## config.mk

```make
export PLATFORM = sky130hd
export DESIGN_NAME = timer_core
export DESIGN_NICKNAME = d
export VERILOG_FILES = /design/src/rtl/timer_core.sv
export SDC_FILE = /design/constraint.sdc
export NUM_CORES = 1
export LEC_CHECK = 0
export ABC_AREA = 1
export CORE_ASPECT_RATIO = 0.6
export CORE_MARGIN = 4
export CORE_UTILIZATION = 40
export DETAILED_ROUTE_END_ITERATION = 10
export PLACE_DENSITY = 0.66
export SYNTH_ARGS = -nofsm -noshare
export SYNTH_HDL_FRONTEND = slang
export SYNTH_SLANG_ARGS = --single-unit
export TNS_END_PERCENT = 100
```

## constraint.sdc

```tcl
create_clock -name mclk -period 1.85 [get_ports mclk]
set_input_delay 0.2775 -clock mclk [delete_from_list [all_inputs] [get_ports mclk]]
set_output_delay 0.2775 -clock mclk [all_outputs]
set_load 0.02 [all_outputs]
```

## src/rtl/timer_core.sv

```systemverilog
// Timing engine: derives 1us/1ms/1s timebase pulses from mclk and runs three
// independent periodic 16-bit down-counters, each pulsing an interrupt on expiry.
module timer_core #(
   parameter int US_PER_MS = 1000,
   parameter int MS_PER_S  = 1000
) (
   input  logic        mclk,
   input  logic        h_reset,
   input  logic [9:0]  cfg_pulse_1us,
   input  logic [2:0]  cfg_timer_update,
   input  logic [18:0] cfg_timer0,
   input  logic [18:0] cfg_timer1,
   input  logic [18:0] cfg_timer2,
   output logic        tick_1us,
   output logic        tick_1ms,
   output logic        tick_1s,
   output logic [2:0]  timer_intr,
   output logic [15:0] timer0_cnt,
   output logic [15:0] timer1_cnt,
   output logic [15:0] timer2_cnt
);

   localparam logic [9:0] US_LAST = 10'(US_PER_MS - 1);
   localparam logic [9:0] MS_LAST = 10'(MS_PER_S - 1);

   logic [9:0]  pre_q, pre_d;
   logic [9:0]  us_div_q, us_div_d;
   logic [9:0]  ms_div_q, ms_div_d;
   logic        tick_us_q, tick_us_d;
   logic        tick_ms_q, tick_ms_d;
   logic        tick_s_q, tick_s_d;
   logic [15:0] cnt_q [3];
   logic [15:0] cnt_d [3];
   logic [2:0]  intr_q, intr_d;
   logic [2:0]  sel_tick;
   logic [18:0] cfg [3];

   assign cfg[0] = cfg_timer0;
   assign cfg[1] = cfg_timer1;
   assign cfg[2] = cfg_timer2;

   // Equality-only match: lowering the config below the live count wraps through 1023.
   always_comb begin
      tick_us_d = (pre_q == cfg_pulse_1us);
      pre_d     = tick_us_d ? 10'd0 : pre_q + 10'd1;

      tick_ms_d = tick_us_d && (us_div_q == US_LAST);
      us_div_d  = us_div_q;
      if (tick_us_d) begin
         us_div_d = (us_div_q == US_LAST) ? 10'd0 : us_div_q + 10'd1;
      end

      tick_s_d = tick_ms_d && (ms_div_q == MS_LAST);
      ms_div_d = ms_div_q;
      if (tick_ms_d) begin
         ms_div_d = (ms_div_q == MS_LAST) ? 10'd0 : ms_div_q + 10'd1;
      end
   end

   // Update pulse beats the tick; an expiring tick reloads and raises intr next cycle.
   always_comb begin
      sel_tick = 3'b000;
      intr_d   = 3'b000;
      for (int i = 0; i < 3; i++) begin
         cnt_d[i] = cnt_q[i];
         case (cfg[i][18:17])
            2'b00:   sel_tick[i] = tick_us_q;
            2'b01:   sel_tick[i] = tick_ms_q;
            2'b10:   sel_tick[i] = tick_s_q;
            default: sel_tick[i] = 1'b0;
         endcase
         if (cfg_timer_update[i]) begin
            cnt_d[i] = cfg[i][15:0];
         end else if (cfg[i][16] && sel_tick[i]) begin
            if (cnt_q[i] == 16'd0) begin
               intr_d[i] = 1'b1;
               cnt_d[i]  = cfg[i][15:0];
            end else begin
               cnt_d[i] = cnt_q[i] - 16'd1;
            end
         end
      end
   end

   always_ff @(posedge mclk) begin
      if (h_reset) begin
         pre_q     <= '0;
         us_div_q  <= '0;
         ms_div_q  <= '0;
         tick_us_q <= 1'b0;
         tick_ms_q <= 1'b0;
         tick_s_q  <= 1'b0;
         intr_q    <= '0;
         for (int i = 0; i < 3; i++) begin
            cnt_q[i] <= '0;
         end
      end else begin
         pre_q     <= pre_d;
         us_div_q  <= us_div_d;
         ms_div_q  <= ms_div_d;
         tick_us_q <= tick_us_d;
         tick_ms_q <= tick_ms_d;
         tick_s_q  <= tick_s_d;
         intr_q    <= intr_d;
         for (int i = 0; i < 3; i++) begin
            cnt_q[i] <= cnt_d[i];
         end
      end
   end

   assign tick_1us   = tick_us_q;
   assign tick_1ms   = tick_ms_q;
   assign tick_1s    = tick_s_q;
   assign timer_intr = intr_q;
   assign timer0_cnt = cnt_q[0];
   assign timer1_cnt = cnt_q[1];
   assign timer2_cnt = cnt_q[2];

endmodule

```

==> results.cfg <==
[synthesis]
synth_nets = 989
syn_avg_cell_area_sq_um = 6.15
ys_seq_elements = 84
ys_types = 36
yosysSeqAreaShare_pct = 30.1
synth_area_sq_um = 5580
yosys_warnings = 0
syn_inst = 908

[setup_path]
path_buf_inv = 1
cp-startpoint = cnt_q[0][34]
critPathMaxStageDelay_ns = 0.69
worst_setup_path_start_kind = flip-flop
rrSetupSlack_ns = 0.16
cpMaxStageDelayCell = clkdlybuf4s50_1
crit_cells = 1
path_max_fanout = 6
crit_chain = clkdlybuf4s50_1
rr_startpoint = cnt_q[0][16]
arrival_ns = 1.51
cp_top_family = buffers and inverters
worst_r2r_endpoint = cnt_q[0][16]
endpoint = timer2_cnt[2]
ff2ff_path_depth = 11
cp-end-kind = output pin
worst-setup-path-type = flip-flop to output pin
critPathRequiredTime_ns = 1.57

[clocking]
path_clk_slew_ns = 0.07
cts_setup_buffers = 0
clock_latency_ns = 0.34
hold_buffers = 0
cts_resized = 0
cts_tree = done
clkSinkCount = 84
cts_root_buffer = clkbuf_16
cts_buffers = 9
clockBufferDepth = 2
cts_max_level = 3

[cells_and_area]
synthToLayoutAreaGrowth_pct = 37.5
nets = 1145
fin_area_sq_um = 7680
mostFrequentLayoutCell = nand2_1
drive_gt1_share_pct = 7.95
layout_common_cells = nand2_1 (239), inv_1 (133), clkdlybuf4s50_1 (125), nor2_1 (99), dfxtp_1 (84)
n_antenna_cell = 0
postLayoutCoreUtil_pct = 56.2

[global_routing]
grt_max_degree = 38
antenna_found_initial = 0
grt_pass1_wl_um = 27600
grt_use_total_pct = 21.2
gr-total-overflow = 0
grt_pass1_vias = 5286

[die]
start_util_pct = 40.8
fp.dieH_um = 99.5
core_area_sq_um = 13700
boundaryPins = 126
dieArea_sq_um = 16000
row_count = 33
die_x_um = 161

[sta]
fin_hold_ws_ns = 0.478
fin_tns_setup_ns = 0
slew_viol_final = 0
tightest_slew_ns = 0.395
finalCriticalPeriod_ns = 1.79
report.final.setup_viol = 0
final_hold_viol_count = 0
fmax_mhz = 559
max_slew_margin_pct = 73.5
fin_skew_ns = 0.00977
fin_crit_sh_pct = 96.7
grt_setup_unrepaired = no

[drt]
viasPerCell = 4.87
drt_iter0_markers = 594
post-route-drc-count = 0
via_count = 6144
drt_first_pass_iters = 5
routedWlPerCell_um = 13.6
routed_wl_um = 17200
postRouteAntennaNets = 0

[min_path]
hp-start = pre_q[0]
hp-class = flip-flop to flip-flop

[placement]
port_buffers = 125
place_hpwl_um = 13200
globalplace.congestion = 0.913
dpl_cell_area_sq_um = 7320

[power]
ir_worst_vdd_uv = 461
p_per_area_nw_per_um2 = 740
p_leak_nw = 3.44
finalPower_mw = 5.68

[outcome]
status = finished, final reports clean

[job]
maxCapViolations = 0
==> where the power goes <==
| part | switching [mW] | internal (mW) | total, mW | leakage (nW) |
|---|---|---|---|---|
| combinational | 0.910 | 0.725 | 1.63 | 2.59 |
| sequential | 0.132 | 1.91 | 2.05 | 0.689 |
| clock | 0.778 | 1.23 | 2.00 | 0.156 |
==> cell families (layout without fill, tap and decap cells) <==
group	after synthesis	in the layout	share of synthesized area, %
AO/OA/AOI/OAI	137	137	12.5
XOR/XNOR	39	39	6.12
adder cells (fa/ha/maj)	9	9	2.02
buffers and inverters	164	325	12.1
flip-flops	84	84	30.1
AND/OR/NAND/NOR	475	475	37.2
==> per-stage QoR <==
stage / setup slack [ns] / std cells
4_1_cts: 0.0671 / 1260
2_1_floorplan: 0.275 / 908
6_report: 0.0602 / 1261
5_1_grt: 0.0103 / 1261
3_3_place_gp: 0.0535 / 1244
3_5_place_dp: -0.0284 / 1244
==> flip-flops by register name, indices dropped and copies added, names as in the netlist <==
| name | cells |
|---|---|
| tick_1us | 1 |
| us_div_q | 10 |
| tick_1s | 1 |
| tick_1ms | 1 |
| cnt_q | 48 |
| pre_q | 10 |
| timer_intr | 3 |
| ms_div_q | 10 |
==> synthesized netlist by cell type <==
cell type	count	area (sq um)
nand3_4	1	17.5
buf_4	4	30.0
xnor2_1	10	87.6
nor4_4	1	21.3
nand2_2	2	12.5
buf_6	3	33.8
ha_1	9	113
a21oi_2	1	8.76
a21oi_1	69	345
clkbuf_1	9	33.8
buf_2	8	40.0
buf_8	1	15.0
or2_0	1	6.26
o211ai_1	1	7.51
nor3_1	12	60.1
nor2_4	2	22.5
buf_1	1	3.75
o21ai_0	60	300
dfxtp_1	84	1680
nand4_1	16	100
inv_1	134	503
clkinv_1	2	7.51
inv_2	2	7.51
nor2_1	99	372
o21ai_1	4	20.0
nand3_2	2	20.0
nor3_2	1	10.0
xor2_1	29	254
nand2_1	241	905
o2111ai_1	1	8.76
nor4_1	3	18.8
nand3b_1	9	67.6
nor2_2	8	50.1
nand2_4	1	11.3
nand3_1	76	380
a21boi_1	1	7.51
==> final cells by class <==
type                            count  area (sq um)
Timing Repair inverter              1          7.51
Inverter                          138           522
Multi-Input combinational cell    660          3240
Fill cell                        1318          5990
Clock inverter                      5          85.1
Tap cell                          192           240
Timing Repair Buffer              170          1660
Clock buffer                       11           243
Sequential cell                    84          1680
==> worst min-delay path by stage <==
stage               endpoint  slack (ns)  depth (start not counted)
2_1_floorplan  timer_intr[0]        0.35                          1
3_3_place_gp        pre_q[0]        0.46                          1
3_5_place_dp        pre_q[0]        0.47                          1
4_1_cts             pre_q[0]        0.48                          1
5_1_grt             pre_q[9]        0.50                          2
6_report            pre_q[0]        0.48                          1
==> metal layers <==
| metal | track usage [%] | vias to the layer above | share of wire, % |
|---|---|---|---|
| li1 | - | 3192 | - |
| met1 | 35.1 | 2720 | 54 |
| met2 | 27.6 | 223 | 38 |
| met3 | 3.98 | 9 | 7.7 |
| met4 | 4.16 | 0 | 0.58 |
| met5 | 0 | - | 0 |
No activity file was read; power rests on OpenSTA's default activity.
